--- src/rtl/bt656_pattern_gen.sv ---
// ---------------------------------------------------------------------------
// bt656_pattern_gen
//
// Synthetic ITU-R BT.656 byte source for 625-line / 50 Hz interlaced video.
// Emits EAV/SAV timing codes, horizontal blanking fill and a selectable
// active-video test pattern. Free running: there is no backpressure and no
// input handshake. Every output is registered.
//
// Ports:
//   bt_clock     in   byte clock (27 MHz nominal)
//   reset        in   asynchronous, active-high
//   enable       in   active content enable, sampled at frame start
//   pattern_sel  in   0=ramp, 1=colour bars, 2=line id, 3=flat black;
//                     sampled at frame start
//   bt_data      out  BT.656 byte stream
//   field        out  F bit of the line being emitted
//   vblank       out  V bit of the line being emitted
//   active       out  high while bt_data carries active-video bytes
//   line_num     out  current frame line, 1..625
//   frame_start  out  one-cycle pulse on the first EAV byte of line 1
// ---------------------------------------------------------------------------
module bt656_pattern_gen #(
   parameter int LINE_WIDTH  = 720,
   parameter int BLANK_WIDTH = 280,
   parameter int BAR_WIDTH   = 90
) (
   input  logic       bt_clock,
   input  logic       reset,
   input  logic       enable,
   input  logic [1:0] pattern_sel,
   output logic [7:0] bt_data,
   output logic       field,
   output logic       vblank,
   output logic       active,
   output logic [9:0] line_num,
   output logic       frame_start
);

   localparam int LINE_LEN = 8 + BLANK_WIDTH + 2 * LINE_WIDTH;
   localparam int H_W      = $clog2(LINE_LEN);
   localparam int BAR_W    = (BAR_WIDTH > 1) ? $clog2(BAR_WIDTH) : 1;

   localparam logic [H_W-1:0]   BLANK_H  = H_W'(4);
   localparam logic [H_W-1:0]   SAV_H    = H_W'(4 + BLANK_WIDTH);
   localparam logic [H_W-1:0]   ACT_H    = H_W'(8 + BLANK_WIDTH);
   localparam logic [H_W-1:0]   LAST_H   = H_W'(LINE_LEN - 1);
   localparam logic [H_W-1:0]   H_ONE    = H_W'(1);
   localparam logic [BAR_W-1:0] BAR_LAST = BAR_W'(BAR_WIDTH - 1);
   localparam logic [BAR_W-1:0] BAR_ONE  = BAR_W'(1);
   // Alignment of the SAV code and of the active region relative to h, so
   // the code position and Cb/Y/Cr phase come from the low bits of h.
   localparam logic [1:0]       SAV_PH   = 2'((4 + BLANK_WIDTH) % 4);
   localparam logic             ACT_PH   = 1'((8 + BLANK_WIDTH) % 2);

   // Position of the byte emitted on the next edge.
   logic [H_W-1:0]   h_cnt;
   logic [9:0]       line_cnt;
   // Frame-latched controls.
   logic [1:0]       pat_q;
   logic             en_q;
   // Colour-bar tracking: pixel within bar and bar index.
   logic [BAR_W-1:0] bar_pix;
   logic [2:0]       bar_idx;

   logic             frame_first;
   logic [1:0]       pat_eff;
   logic             en_eff;
   logic             f_cur;
   logic             v_cur;
   logic             in_eav;
   logic             in_sav;
   logic             in_act;
   logic             active_now;
   logic [H_W-1:0]   act_off;
   logic [1:0]       code_pos;
   logic [7:0]       xy;
   logic [7:0]       timing_byte;
   logic [7:0]       fill_byte;
   logic [7:0]       ramp_y;
   logic [7:0]       bar_y;
   logic [7:0]       bar_cb;
   logic [7:0]       bar_cr;
   logic [7:0]       pix_y;
   logic [7:0]       pix_cb;
   logic [7:0]       pix_cr;
   logic [7:0]       pix_byte;
   logic [7:0]       next_byte;

   // ------------------------------------------------------------------
   // Byte selection for the current (line, h)
   // ------------------------------------------------------------------
   always_comb begin
      frame_first = (line_cnt == 10'd1) && (h_cnt == '0);
      // On the frame's first byte the live inputs are used, so the value
      // latched on that edge already governs the whole frame.
      pat_eff     = frame_first ? pattern_sel : pat_q;
      en_eff      = frame_first ? enable : en_q;

      f_cur = (line_cnt >= 10'd313);
      v_cur = (line_cnt <= 10'd22) ||
              ((line_cnt >= 10'd311) && (line_cnt <= 10'd335)) ||
              (line_cnt >= 10'd624);

      in_eav     = (h_cnt < BLANK_H);
      in_sav     = (h_cnt >= SAV_H) && (h_cnt < ACT_H);
      in_act     = (h_cnt >= ACT_H);
      active_now = in_act && !v_cur;
      act_off    = h_cnt - ACT_H;

      code_pos = in_eav ? h_cnt[1:0] : (h_cnt[1:0] - SAV_PH);
      xy = {1'b1, f_cur, v_cur, in_eav,
            v_cur ^ in_eav, f_cur ^ in_eav, f_cur ^ v_cur,
            f_cur ^ v_cur ^ in_eav};
      case (code_pos)
         2'd0:    timing_byte = 8'hFF;
         2'd3:    timing_byte = xy;
         default: timing_byte = 8'h00;
      endcase

      // Blanking fill: 0x80 on even offsets, 0x10 on odd ones, in both the
      // horizontal blanking and a suppressed active region.
      if (in_act) fill_byte = (h_cnt[0] ^ ACT_PH) ? 8'h10 : 8'h80;
      else        fill_byte = h_cnt[0] ? 8'h10 : 8'h80;

      // Ramp: one code step every four pixels (eight bytes).
      ramp_y = 8'h10 + 8'(act_off >> 3);

      case (bar_idx)
         3'd0:    begin bar_y = 8'hB4; bar_cb = 8'h80; bar_cr = 8'h80; end
         3'd1:    begin bar_y = 8'hA2; bar_cb = 8'h2C; bar_cr = 8'h8E; end
         3'd2:    begin bar_y = 8'h83; bar_cb = 8'h9C; bar_cr = 8'h2C; end
         3'd3:    begin bar_y = 8'h70; bar_cb = 8'h48; bar_cr = 8'h3A; end
         3'd4:    begin bar_y = 8'h54; bar_cb = 8'hB8; bar_cr = 8'hC6; end
         3'd5:    begin bar_y = 8'h41; bar_cb = 8'h64; bar_cr = 8'hD4; end
         3'd6:    begin bar_y = 8'h23; bar_cb = 8'hD4; bar_cr = 8'h72; end
         default: begin bar_y = 8'h10; bar_cb = 8'h80; bar_cr = 8'h80; end
      endcase

      case (pat_eff)
         2'd0: begin
            pix_y = ramp_y;  pix_cb = 8'h80;  pix_cr = 8'h80;
         end
         2'd1: begin
            pix_y = bar_y;   pix_cb = bar_cb; pix_cr = bar_cr;
         end
         2'd2: begin
            pix_y  = 8'h10 + {1'b0, line_cnt[6:0]};
            pix_cb = f_cur ? 8'hC0 : 8'h80;
            pix_cr = 8'h80;
         end
         default: begin
            pix_y = 8'h10;   pix_cb = 8'h80;  pix_cr = 8'h80;
         end
      endcase

      // Component order within each pixel pair: Cb, Y, Cr, Y.
      if (act_off[0])      pix_byte = pix_y;
      else if (act_off[1]) pix_byte = pix_cr;
      else                 pix_byte = pix_cb;

      if (in_eav || in_sav)        next_byte = timing_byte;
      else if (active_now && en_eff) next_byte = pix_byte;
      else                         next_byte = fill_byte;
   end

   // ------------------------------------------------------------------
   // Registered outputs and frame-latched controls
   // ------------------------------------------------------------------
   always_ff @(posedge bt_clock or posedge reset) begin
      if (reset) begin
         bt_data     <= 8'h10;
         field       <= 1'b0;
         vblank      <= 1'b1;
         active      <= 1'b0;
         line_num    <= 10'd1;
         frame_start <= 1'b0;
         pat_q       <= 2'd0;
         en_q        <= 1'b0;
      end else begin
         bt_data     <= next_byte;
         field       <= f_cur;
         vblank      <= v_cur;
         active      <= active_now;
         line_num    <= line_cnt;
         frame_start <= frame_first;
         if (frame_first) begin
            pat_q <= pattern_sel;
            en_q  <= enable;
         end
      end
   end

   // ------------------------------------------------------------------
   // Raster position
   // ------------------------------------------------------------------
   always_ff @(posedge bt_clock or posedge reset) begin
      if (reset) begin
         h_cnt    <= '0;
         line_cnt <= 10'd1;
      end else if (h_cnt == LAST_H) begin
         h_cnt    <= '0;
         line_cnt <= (line_cnt == 10'd625) ? 10'd1 : line_cnt + 10'd1;
      end else begin
         h_cnt <= h_cnt + H_ONE;
      end
   end

   // ------------------------------------------------------------------
   // Colour-bar index: cleared on the last SAV byte, then stepped once per
   // BAR_WIDTH pixels (a pixel ends on every odd active byte). Saturates
   // at the last bar.
   // ------------------------------------------------------------------
   always_ff @(posedge bt_clock or posedge reset) begin
      if (reset) begin
         bar_pix <= '0;
         bar_idx <= 3'd0;
      end else if (h_cnt == ACT_H - H_ONE) begin
         bar_pix <= '0;
         bar_idx <= 3'd0;
      end else if (in_act && act_off[0]) begin
         if (bar_pix == BAR_LAST) begin
            bar_pix <= '0;
            if (bar_idx != 3'd7) bar_idx <= bar_idx + 3'd1;
         end else begin
            bar_pix <= bar_pix + BAR_ONE;
         end
      end
   end

endmodule
--- config.mk ---
export PLATFORM = sky130hd
export DESIGN_NAME = bt656_pattern_gen
export DESIGN_NICKNAME = d
export VERILOG_FILES = /design/src/rtl/bt656_pattern_gen.sv
export SDC_FILE = /design/constraint.sdc
export NUM_CORES = 1
export LEC_CHECK = 0
export ABC_AREA = 0
export BUFFER_PORTS_ARGS = -buffer_cell sky130_fd_sc_hd__buf_2
export CORE_UTILIZATION = 60
export CTS_BUF_LIST = sky130_fd_sc_hd__clkbuf_2 sky130_fd_sc_hd__clkbuf_4 sky130_fd_sc_hd__clkbuf_8
export CTS_CLUSTER_SIZE = 8
export DETAILED_ROUTE_END_ITERATION = 10
export PLACE_DENSITY = 0.88
export SKIP_LAST_GASP = 1
export SLEW_MARGIN = 20
export SYNTH_ARGS = -nofsm -noshare
export SYNTH_HDL_FRONTEND = slang
export SYNTH_SLANG_ARGS = --single-unit
--- constraint.sdc ---
create_clock -name bt_clock -period 4.5 [get_ports bt_clock]
set_input_delay 0.45 -clock bt_clock [delete_from_list [all_inputs] [get_ports bt_clock]]
set_output_delay 0.45 -clock bt_clock [all_outputs]
set_load 0.1 [all_outputs]
==> results.rst, run 1 <==
.. list-table::
   :header-rows: 1

   * - Metric
     - Value
   * - I/O pins
     - 27
   * - Placed cell areas
     - between 3000 and 4000 µm²
   * - Peak VDD IR
     - roughly 170 µV
   * - Fin Setup TNS
     - 0 ns
   * - Footprint of the flip-flops and latches
     - between 1000 and 1500 µm²
   * - Die Span X
     - ~80 µm
   * - Std-Cell Core Area
     - 5680 µm²
   * - Met2 Track Usage GR
     - 0.445
   * - Share of the yosys chip area belonging to registers
     - 0.387
   * - Clock tree from TritonCTS
     - done
   * - Setup repair after global routing missed its margin
     - false
   * - WL/cell
     - approximately 18 µm
   * - Summed instance area of the synthesized netlist
     - approximately 3600 µm²
   * - Post-Syn Nets
     - ~430
   * - Met3 GRT Util
     - 0.0846
   * - Final Hold Fails
     - 0
   * - Clock transition at the registers of the reported paths
     - around 0.10 ns
   * - Global-route total usage across every layer
     - 0.300
   * - Count of fill cells added during filler insertion
     - roughly 450
   * - Count of buffers from port buffering
     - 26
   * - Class of the most critical hold timing path
     - primary input to async pin
   * - Number of cells in the design after placement
     - roughly 480
   * - FMAX
     - approximately 0.24 GHz
   * - Count of placed standard cells in the final layout, fillers left out
     - 485
   * - Post-route design area
     - 3920 µm²
   * - Final ANT Viol Nets
     - 0
   * - Worst setup path category
     - flop to flop
   * - Relative slew slack
     - 0.328
   * - Largest driver fanout on the critical path
     - 9
   * - Status
     - finished, final reports clean
   * - Via-per-instance ratio
     - ~6.5
   * - Ys async rst share
     - 1.00
   * - Number of antenna violations at the first check in global routing
     - 0
   * - Crit path DAT
     - 4.48 ns
   * - Power Total
     - between 0.8 and 0.9 mW
   * - Final Max Slew Viols
     - 0
   * - Vias in the first global route
     - around 3000
   * - Predominant post-synthesis flop cell
     - sky130_fd_sc_hd__dfrtp_1
   * - Insertion delay to the later sink of the worst-skew pair
     - 0.32 ns
   * - Maxcap violations
     - 0
   * - Floorplan die area
     - between 6000 and 7000 µm²
   * - Leakage
     - roughly 1.7 nW
   * - Fin crit share
     - 0.941
   * - Footprint of the multi-input gates
     - roughly 2000 µm²
   * - EDFF count, synth
     - 0
   * - Number of flip-flops and latches in the synthesized netlist
     - 56
   * - Count of cell types in the netlist
     - 72
   * - Number of buffers created by CTS
     - 5
   * - Final weighted congestion in routability-driven placement
     - about 0.94
   * - Die boundary height
     - roughly 80 µm
   * - Tmin final
     - 4.23 ns
   * - Final worst setup slack
     - between 0.2 and 0.3 ns
   * - Maximum count of clock buffers along a single path
     - 2
   * - Total number of H-tree levels
     - 2
   * - Grt met1 use
     - 0.401
   * - Average instance area after synthesis
     - around 9.1 µm²
   * - First-pass GRT wire length
     - between 10000 and 15000 µm
   * - Violation count after the first detailed-route iteration
     - between 200 and 300
   * - Via count
     - roughly 3200
   * - Most used cells in the layout excluding fill and tap cells
     - 52 x sky130_fd_sc_hd__dfrtp_1, 36 x sky130_fd_sc_hd__nor2_1, 27 x sky130_fd_sc_hd__nand2_1
   * - Total half-perimeter wirelength after legalization and detailed placement
     - between 6000 and 7000 µm
   * - Crit path capture type
     - flop
   * - Placement Setup Slack
     - 0.249 ns
   * - Net total in the final layout
     - about 440
   * - Antenna fix cells
     - 0
   * - Gr busiest metal
     - met2
   * - DRC violation count after routing
     - 0
   * - Slew of the pin with the lowest slew margin
     - approximately 1.0 ns
   * - DR pass1 iterations
     - 5
   * - Cell Rows
     - 27
   * - PwrDens
     - 219 nW/µm²
   * - CTS hold repair buffers
     - 0
   * - Total grt overflow
     - 0
   * - Setup clock skew after layout
     - approximately 0.0082 ns
   * - Number of failing setup endpoints in the final timing report
     - 0
   * - Commonest non-fill, non-tap cell in the layout
     - sky130_fd_sc_hd__dfrtp_1
   * - Post-detailed-routing wire length
     - around 9000 µm
   * - Starting Density
     - 0.640
   * - Pin count of the biggest net entering global routing
     - 57
   * - Share of cells above drive strength 1
     - 0.172
   * - Cells after synthesis
     - 400
   * - Total clock sinks
     - 56
   * - Warning count from the yosys run
     - 0
   * - Required time of the worst setup path
     - roughly 4.7 ns
   * - Area growth, synth to finish
     - 8.00%
   * - Root buffer cell
     - sky130_fd_sc_hd__clkbuf_8
   * - Kind of start point of the critical path
     - flop
[metal layers]
| metal | wire, µm | vias to the layer above |
|---|---|---|
| met4 | 351 | 0 |
| met3 | 724 | 40 |
| met2 | 3940 | 155 |
| li1 | - | 1461 |
| met5 | 0 | - |
| met1 | 3740 | 1507 |
[synth_stat cells, drive strengths merged (4+ instances only)]
cell type  number  area share
a21o            4      0.0083
a21oi          26       0.037
a31oi           7       0.016
buf            10       0.015
clkbuf         20       0.021
dfrtp          52        0.36
dfstp           4       0.029
ha             21       0.072
inv            20       0.021
nand2          27       0.028
nand2b          4      0.0069
nand3          14       0.019
nand4           8       0.014
nor2           36       0.037
nor2b          12       0.021
nor3           13       0.019
nor4            6       0.016
o21ai          24       0.033
o22ai           6       0.010
xnor2           9       0.022
xor2            8       0.019
[cell type report]
type,instances,area share
multi-input combinational,293,0.518
sequential,56,0.359
timing repair buffer,35,0.0504
tap,72,0.0230
inverter,21,0.0207
clock buffer,5,0.0176
clock inverter,3,0.0118
[power by group]
group	internal [mW]	switching [mW]	total (mW)	leakage [nW]
logic	0.00254	0.0107	0.0132	0.935
clock network	0.168	0.175	0.343	0.0548
registers	0.504	0.000260	0.504	0.748
[path summary, 6_finish.rpt]
check,end,slack (ns),startpoint,cells past startpoint
max in group asynchronous,bar_idx[0],3.82,reset,2
worst min register to register,line_num[0],0.43,line_cnt[0],0
min in group bt_clock,pat_q[1],0.43,pattern_sel[1],2
worst min-delay path,bt_data[5],0.22,reset,2
worst max-delay path,bt_data[6],0.27,line_cnt[0],14
worst max register to register,bt_data[6],0.27,line_cnt[0],14
[sequential cells by signal (all words and copies together) (netlist names)]
signal and cells:
bar_pix 7, pat_q 2, en_q 1, line_num 10, frame_start 1, active 1
line_cnt 10, field 1, bar_idx 3, vblank 1, bt_data 8, h_cnt 11
[cell families (layout without fill, tap and decap cells)]
group	Yosys count	count (layout)	synth area share
AOI/OAI and AO/OA	105	105	0.207
muxes	5	5	0.0145
xor gates and xnor gates	17	17	0.0410
DFF	56	56	0.387
adders and majority gates	21	21	0.0724
and+or+nand+nor	145	145	0.220
buffers and inverters	51	64	0.0576
[critical path, stage by stage, from the launching register on]
cell and delay (ns):
sky130_fd_sc_hd__dfstp_2 0.62, sky130_fd_sc_hd__ha_1 0.19, sky130_fd_sc_hd__or4b_4 0.49, sky130_fd_sc_hd__nor4_2 0.35, sky130_fd_sc_hd__buf_4 0.18, sky130_fd_sc_hd__mux2_2 0.37
sky130_fd_sc_hd__ha_2 0.23, sky130_fd_sc_hd__o31ai_1 0.46, sky130_fd_sc_hd__ha_1 0.31, sky130_fd_sc_hd__xor2_1 0.19, sky130_fd_sc_hd__and3_1 0.17, sky130_fd_sc_hd__o21ai_0 0.09
sky130_fd_sc_hd__a31o_2 0.25, sky130_fd_sc_hd__o311a_1 0.12, sky130_fd_sc_hd__o22ai_1 0.15
[metrics by stage]
step | utilization | hold WS (ns)
floorplan | - | 0.349
global placement | 0.667 | 0.408
detailed placement | 0.668 | 0.419
CTS | 0.688 | 0.257
global route | 0.691 | 0.285
finish | 0.691 | 0.217
[timing repair]
item	4_1_cts	5_1_grt
endpoints found under the setup margin	0	1
buffers inserted	0	0
gates resized for setup	0	2
(Power assumes the default switching activity.)
==> run 2, diff against run 1 <==
REMOVE_ABC_BUFFERS = 1   (was default)
==> run 2 against run 1 <==
Count of clock-buffer cells in the layout unchanged. Clock power decreased by 15%. Non-clock buffer count increased by 1. Clock skew decreased by 0.0034 ns. Cell count increased by 0.21%. Flip-flop and latch count unchanged. Routed wire length increased by 0.18%. Setup slack improved by 0.079 ns. Via count increased by 0.98%. Global-route usage decreased by 0.79 points. Critical path type unchanged.
==> results.rst, run 2 (synthesized netlist as in run 1, its figures left out) <==
.. list-table::
   :header-rows: 1

   * - Metric
     - Value
   * - Status
     - finished, final reports clean
   * - Buffers plus inverters on the worst setup path
     - 2
   * - Std-Cell Core Area
     - 5680 µm²
   * - Worst stage delay on the critical path
     - around 0.63 ns
   * - Maximum count of clock buffers along a single path
     - 2
   * - Count of buffers added by post-CTS timing repair for setup
     - 0
   * - Total number of H-tree levels
     - 2
   * - Floorplan die area
     - 6360 µm²
   * - Slew of the pin with the lowest slew margin
     - around 1.1 ns
   * - Most used cells in the layout excluding fill and tap cells
     - 51 x sky130_fd_sc_hd__dfrtp_1, 36 x sky130_fd_sc_hd__nor2_1, 27 x sky130_fd_sc_hd__nand2_1
   * - Relative slew slack
     - 0.284
   * - Largest registers in the final layout
     - h_cnt: 11 flops, line_cnt: 10 flops, line_num: 10 flops
   * - Class of the most critical hold timing path
     - primary input to async pin
   * - DRC violation count after routing
     - 0
   * - Crit path max-delay cell type
     - sky130_fd_sc_hd__dfstp_2
   * - Antenna fix cells
     - 0
   * - Flip-flop count of the largest register, all copies and words added
     - 11
   * - FMAX
     - around 0.24 GHz
   * - First-pass GRT wire length
     - 14100 µm
   * - Violation count after the first detailed-route iteration
     - around 400
   * - Kind of start point of the critical path
     - flop
   * - Setup repair after global routing missed its margin
     - false
   * - Worst setup path category
     - flop to flop
   * - Power Total
     - 0.810 mW
   * - Net total in the final layout
     - 439
   * - Final worst setup slack
     - 0.346 ns
   * - Pin count of the biggest net entering global routing
     - between 50 and 60
   * - Starting Density
     - 0.640
   * - Global-route total usage across every layer
     - 0.292
   * - Fin Setup TNS
     - 0 ns
   * - Tmin final
     - ~4.2 ns
   * - Die Span X
     - between 70 and 80 µm
   * - Die boundary height
     - around 80 µm
   * - Commonest non-fill, non-tap cell in the layout
     - sky130_fd_sc_hd__dfrtp_1
   * - Clock transition at the registers of the reported paths
     - around 0.10 ns
   * - Post-detailed-routing wire length
     - between 8000 and 9000 µm
   * - Peak VDD IR
     - about 150 µV
   * - Clock tree from TritonCTS
     - done
   * - Count of buffers from port buffering
     - 26
   * - Setup clock skew after layout
     - just under 0.005 ns
   * - Final Hold Fails
     - 0
   * - Final weighted congestion in routability-driven placement
     - ~1
   * - Insertion delay to the later sink of the worst-skew pair
     - between 0.3 and 0.4 ns
   * - Share of cells above drive strength 1
     - 0.176
   * - Number of antenna violations at the first check in global routing
     - 0
   * - Crit path DAT
     - 4.40 ns
   * - Maxcap violations
     - 0
   * - Ordered list of cells on the worst path
     - ha_1, or4b_4, nor4_2, buf_4, mux2i_1, ha_2, buf_4, nand2_1, o31ai_1, ha_1, xor2_1, and3_1, o21ai_0, a31o_2, o311a_1, o22ai_1
   * - Number of buffers created by CTS
     - 5
   * - Placement Setup Slack
     - ~0.33 ns
   * - Total clock sinks
     - 56
   * - Via count
     - between 3000 and 4000
   * - Via-per-instance ratio
     - between 6 and 7
   * - Number of failing setup endpoints in the final timing report
     - 0
   * - Final ANT Viol Nets
     - 0
   * - Root buffer cell
     - sky130_fd_sc_hd__clkbuf_8
   * - Worst path top cell family by delay
     - simple AND/OR/NAND/NOR gates
   * - Biggest register
     - h_cnt
   * - Largest driver fanout on the critical path
     - 10
   * - Leakage
     - 1.73 nW
   * - Total half-perimeter wirelength after legalization and detailed placement
     - just over 6000 µm
   * - Crit path capture type
     - flop
   * - Vias in the first global route
     - 2947
   * - Total grt overflow
     - 0
   * - DR pass1 iterations
     - 8
   * - Area growth, synth to finish
     - 7.41%
   * - I/O pins
     - 27
   * - Cell Rows
     - 27
   * - Fin crit share
     - 0.923
   * - PwrDens
     - 208 nW/µm²
   * - Final Max Slew Viols
     - 0
   * - Required time of the worst setup path
     - between 4 and 5 ns
   * - WL/cell
     - ~18 µm
## run 2: cell count changes in the layout (fill, tap and decap cells not counted), sizes merged
cell      previous run  this run
buf                 35        36
bufinv               1         0
clkinv               1         3
clkinvlp             1         0
## run 2: metrics by stage
stage / cell area [µm²] / utilization / hold WS (ns) / std cells
5_1_grt: 3900 / 0.687 / 0.381 / 486
3_5_place_dp: 3790 / 0.669 / 0.410 / 478
4_1_cts: 3890 / 0.685 / 0.340 / 486
2_1_floorplan: 3500 / - / 0.398 / 370
6_report: 3900 / 0.687 / 0.318 / 486
3_3_place_gp: 3790 / 0.669 / 0.407 / 478
## run 2: routing by layer
metal,vias up,global-route usage,routed length (µm)
li1,1455,-,-
met1,1502,0.430,3770
met2,202,0.415,3770
met3,35,0.0480,903
met4,0,0.139,327
met5,-,0,0
## run 2: repair_timing
item | CTS | global route
gates resized for setup | 0 | 4
hold buffers | 0 | 0
endpoints found under the setup margin | 0 | 1
## run 2: worst min-delay path, delay by kind of cell
family	cells	cell delay, ns
buffers and inverters	3	0.69
## run 2: final timing paths
check	start	to	slack (ns)	depth (start not counted)
max in group asynchronous	reset	h_cnt[1]	3.70	3
max reg2reg	line_cnt[0]	bt_data[6]	0.35	16
min in group bt_clock	line_cnt[0]	line_num[0]	0.43	0
min reg2reg	line_cnt[0]	line_num[0]	0.43	0
min	reset	bt_data[1]	0.32	3
max	line_cnt[0]	bt_data[6]	0.35	16
## run 2: final cells by class
type | instances | area, µm²
Timing Repair Buffer | 36 | 205
Inverter | 21 | 78.8
Clock buffer | 5 | 68.8
Multi-Input combinational cell | 293 | 2030
Tap cell | 72 | 90.1
Sequential cell | 56 | 1410
Clock inverter | 3 | 22.5
Fill cell | 426 | 1780
## run 2: power by group
| part | total [mW] | internal [mW] | leakage (nW) | switching, mW |
|---|---|---|---|---|
| registers | 0.504 | 0.504 | 0.746 | 0.000214 |
| logic | 0.0140 | 0.00299 | 0.939 | 0.0110 |
| clock network | 0.292 | 0.112 | 0.0485 | 0.180 |
| total | 0.810 | 0.619 | 1.73 | 0.191 |
==> run 3, diff against run 2 <==
SETUP_SLACK_MARGIN = 0.4   (was default)
==> run 3 against run 2 <==
Hold slack gained 0.0020 ns. Count of clock-buffer cells in the layout did not move. Critical path depth grew 2. Register-to-register slack improved by 0.29 ns. Via count increased by 1.3%. First-iteration DRC count rose by 0.51%. Routed wire length is 0.98% higher. Cell count is 1.6% higher. Largest power group unchanged. Combinational power about the same.
==> results.rst, run 3 (synthesized netlist as in run 1, its figures left out) <==
.. list-table::
   :header-rows: 1

   * - Metric
     - Value
   * - Status
     - finished, final reports clean
   * - Insertion delay to the later sink of the worst-skew pair
     - approximately 0.32 ns
   * - Number of failing setup endpoints in the final timing report
     - 0
   * - WL/cell
     - between 15 and 20 µm
   * - Largest registers in the final layout
     - h_cnt: 11 flops, line_cnt: 10 flops, line_num: 10 flops
   * - Peak VDD IR
     - 151 µV
   * - Relative slew slack
     - 0.270
   * - Switching fraction of total power
     - 0.227
   * - Final ANT Viol Nets
     - 0
   * - Tmin final
     - 3.86 ns
   * - Final Hold Fails
     - 0
   * - Total number of H-tree levels
     - 2
   * - Worst setup path category
     - flop to flop
   * - Total half-perimeter wirelength after legalization and detailed placement
     - 6240 µm
   * - Most used cells in the layout excluding fill and tap cells
     - 50 x sky130_fd_sc_hd__dfrtp_1, 36 x sky130_fd_sc_hd__nor2_1, 27 x sky130_fd_sc_hd__nand2_1
   * - Highest metal layer with signal wires
     - met4
   * - First-pass GRT wire length
     - between 10000 and 15000 µm
   * - Setup repair after global routing missed its margin
     - false
   * - CTS hold repair buffers
     - 0
   * - Violation count after the first detailed-route iteration
     - 396
   * - Global-route total usage across every layer
     - 0.295
   * - FMAX
     - 0.259 GHz
   * - Via count
     - 3234
   * - Clock network fraction of design power
     - 0.353
   * - Total clock sinks
     - between 50 and 60
   * - Fin crit share
     - 0.859
   * - M1 WL
     - about 3800 µm
   * - Clock transition at the registers of the reported paths
     - 0.10 ns
   * - Pin count of the biggest net entering global routing
     - between 50 and 60
   * - Setup clock skew after layout
     - about 0.0068 ns
   * - Class of the most critical hold timing path
     - primary input to async pin
   * - Clock tree from TritonCTS
     - done
   * - Starting Density
     - 0.640
   * - Final worst setup slack
     - around 0.64 ns
   * - Number of buffers created by CTS
     - 5
   * - Share of cells above drive strength 1
     - 0.209
   * - Biggest register
     - h_cnt
   * - Internal Power
     - around 0.62 mW
   * - Met2 wirelength from detailed routing
     - just under 4000 µm
   * - Antenna fix cells
     - 0
   * - Maxcap violations
     - 0
   * - Vias in the first global route
     - 2972
   * - Cell Rows
     - 27
   * - Flip-flop count of the largest register, all copies and words added
     - 11
   * - Count of buffers from port buffering
     - 26
   * - Number of antenna violations at the first check in global routing
     - 0
   * - Total grt overflow
     - 0
   * - Count of fill cells added during filler insertion
     - approximately 410
   * - Area growth, synth to finish
     - 10.7%
   * - Sequential group share of total power
     - 0.629
   * - Kind of start point of the critical path
     - flop
   * - Crit path capture type
     - flop
   * - Die boundary height
     - between 70 and 80 µm
   * - Slew of the pin with the lowest slew margin
     - 1.09 ns
   * - Leakage
     - roughly 1.8 nW
   * - Largest driver fanout on the critical path
     - 10
   * - DR pass1 iterations
     - 7
   * - Via-per-instance ratio
     - about 6.5
   * - Hold slack final
     - about 0.32 ns
   * - Fin Setup TNS
     - 0 ns
   * - Required time of the worst setup path
     - between 4 and 5 ns
   * - Crit path DAT
     - around 4.1 ns
   * - Power spent charging and discharging nets
     - about 0.18 mW
   * - Final Max Slew Viols
     - 0
   * - Net total in the final layout
     - ~450
   * - DRC violation count after routing
     - 0
   * - Placement Setup Slack
     - between 0.3 and 0.4 ns
   * - PwrDens
     - 199 nW/µm²
   * - WL met3
     - just under 900 µm
   * - Post-detailed-routing wire length
     - between 8000 and 9000 µm
   * - Commonest non-fill, non-tap cell in the layout
     - sky130_fd_sc_hd__dfrtp_1
   * - I/O pins
     - 27
   * - Combinational fraction of design power
     - 0.018
   * - Std-Cell Core Area
     - around 5700 µm²
   * - Floorplan die area
     - 6360 µm²
   * - Final weighted congestion in routability-driven placement
     - 1.00
   * - Die Span X
     - roughly 80 µm
   * - Root buffer cell
     - sky130_fd_sc_hd__clkbuf_8
   * - Maximum count of clock buffers along a single path
     - 2
[run 3: cell count changes in the layout (fill, tap and decap cells not counted), sizes merged]
| cell | before | now |
|---|---|---|
| dlymetal6s2s | 0 | 1 |
| buf | 36 | 43 |
[run 3: final cells by class]
class                           count  area, µm²  area share
Sequential cell                    56       1410       0.351
Multi-Input combinational cell    293       2080       0.517
Timing Repair Buffer               44        270      0.0672
Clock buffer                        5       68.8      0.0171
Tap cell                           72       90.1      0.0224
Inverter                           21       78.8      0.0196
Clock inverter                      3       22.5     0.00560
[run 3: worst max-delay path, stage by stage (launching register included)]
cell,delay [ns]
sky130_fd_sc_hd__dfrtp_2,0.45
sky130_fd_sc_hd__inv_1,0.12
sky130_fd_sc_hd__ha_2,0.25
sky130_fd_sc_hd__nor2b_4,0.20
sky130_fd_sc_hd__nand2_1,0.11
sky130_fd_sc_hd__nor4_4,0.31
sky130_fd_sc_hd__buf_4,0.18
sky130_fd_sc_hd__mux2_2,0.37
sky130_fd_sc_hd__ha_2,0.21
sky130_fd_sc_hd__buf_4,0.17
sky130_fd_sc_hd__nor2b_1,0.14
sky130_fd_sc_hd__nor2_1,0.14
sky130_fd_sc_hd__ha_2,0.23
sky130_fd_sc_hd__xor2_2,0.15
sky130_fd_sc_hd__and3_1,0.17
sky130_fd_sc_hd__o21ai_1,0.07
sky130_fd_sc_hd__a31o_2,0.24
sky130_fd_sc_hd__o311a_1,0.12
sky130_fd_sc_hd__o22ai_1,0.14
[run 3: timing repair]
item / in CTS / in global routing
setup endpoints to repair: 1 / 2
pin swaps: 1 / 4
gates resized for setup: 3 / 13
setup buffers: 1 / 7
[run 3: worst paths after layout]
kind	startpoint	end	slack, ns	cells after the start
setup / recovery	h_cnt[1]	bt_data[6]	0.64	18
hold / removal	reset	bt_data[1]	0.32	3
setup reg to reg	h_cnt[1]	bt_data[6]	0.64	18
hold reg to reg	bar_pix[4]	bar_pix[4]	0.51	1
max in group asynchronous	reset	line_cnt[1]	3.70	3
min in group bt_clock	pattern_sel[1]	pat_q[1]	0.44	2
[run 3: metal layers]
metal / vias to the layer above / global-route usage
li1: 1471 / -
met1: 1513 / 0.432
met2: 216 / 0.422
met3: 34 / 0.0446
met4: 0 / 0.143
met5: - / 0
[run 3: metrics by stage]
stage | total power, mW | instances | utilization | instance area (µm²)
6_report | 0.800 | 494 | 0.708 | 4020
5_1_grt | 0.834 | 494 | 0.708 | 4020
4_1_cts | 0.815 | 487 | 0.688 | 3910
3_5_place_dp | 0.528 | 478 | 0.669 | 3790
3_3_place_gp | 0.528 | 478 | 0.669 | 3790
2_1_floorplan | 0.523 | 370 | - | 3500
[run 3: power groups by stage]
stage               registers (mW)  clock network, mW  logic [mW]
CTS                          0.504              0.297      0.0148
detailed placement           0.513                  0      0.0148
global route                 0.504              0.313      0.0167
global placement             0.513                  0      0.0143
floorplan                    0.513                  0     0.00908
finish                       0.504              0.283      0.0141
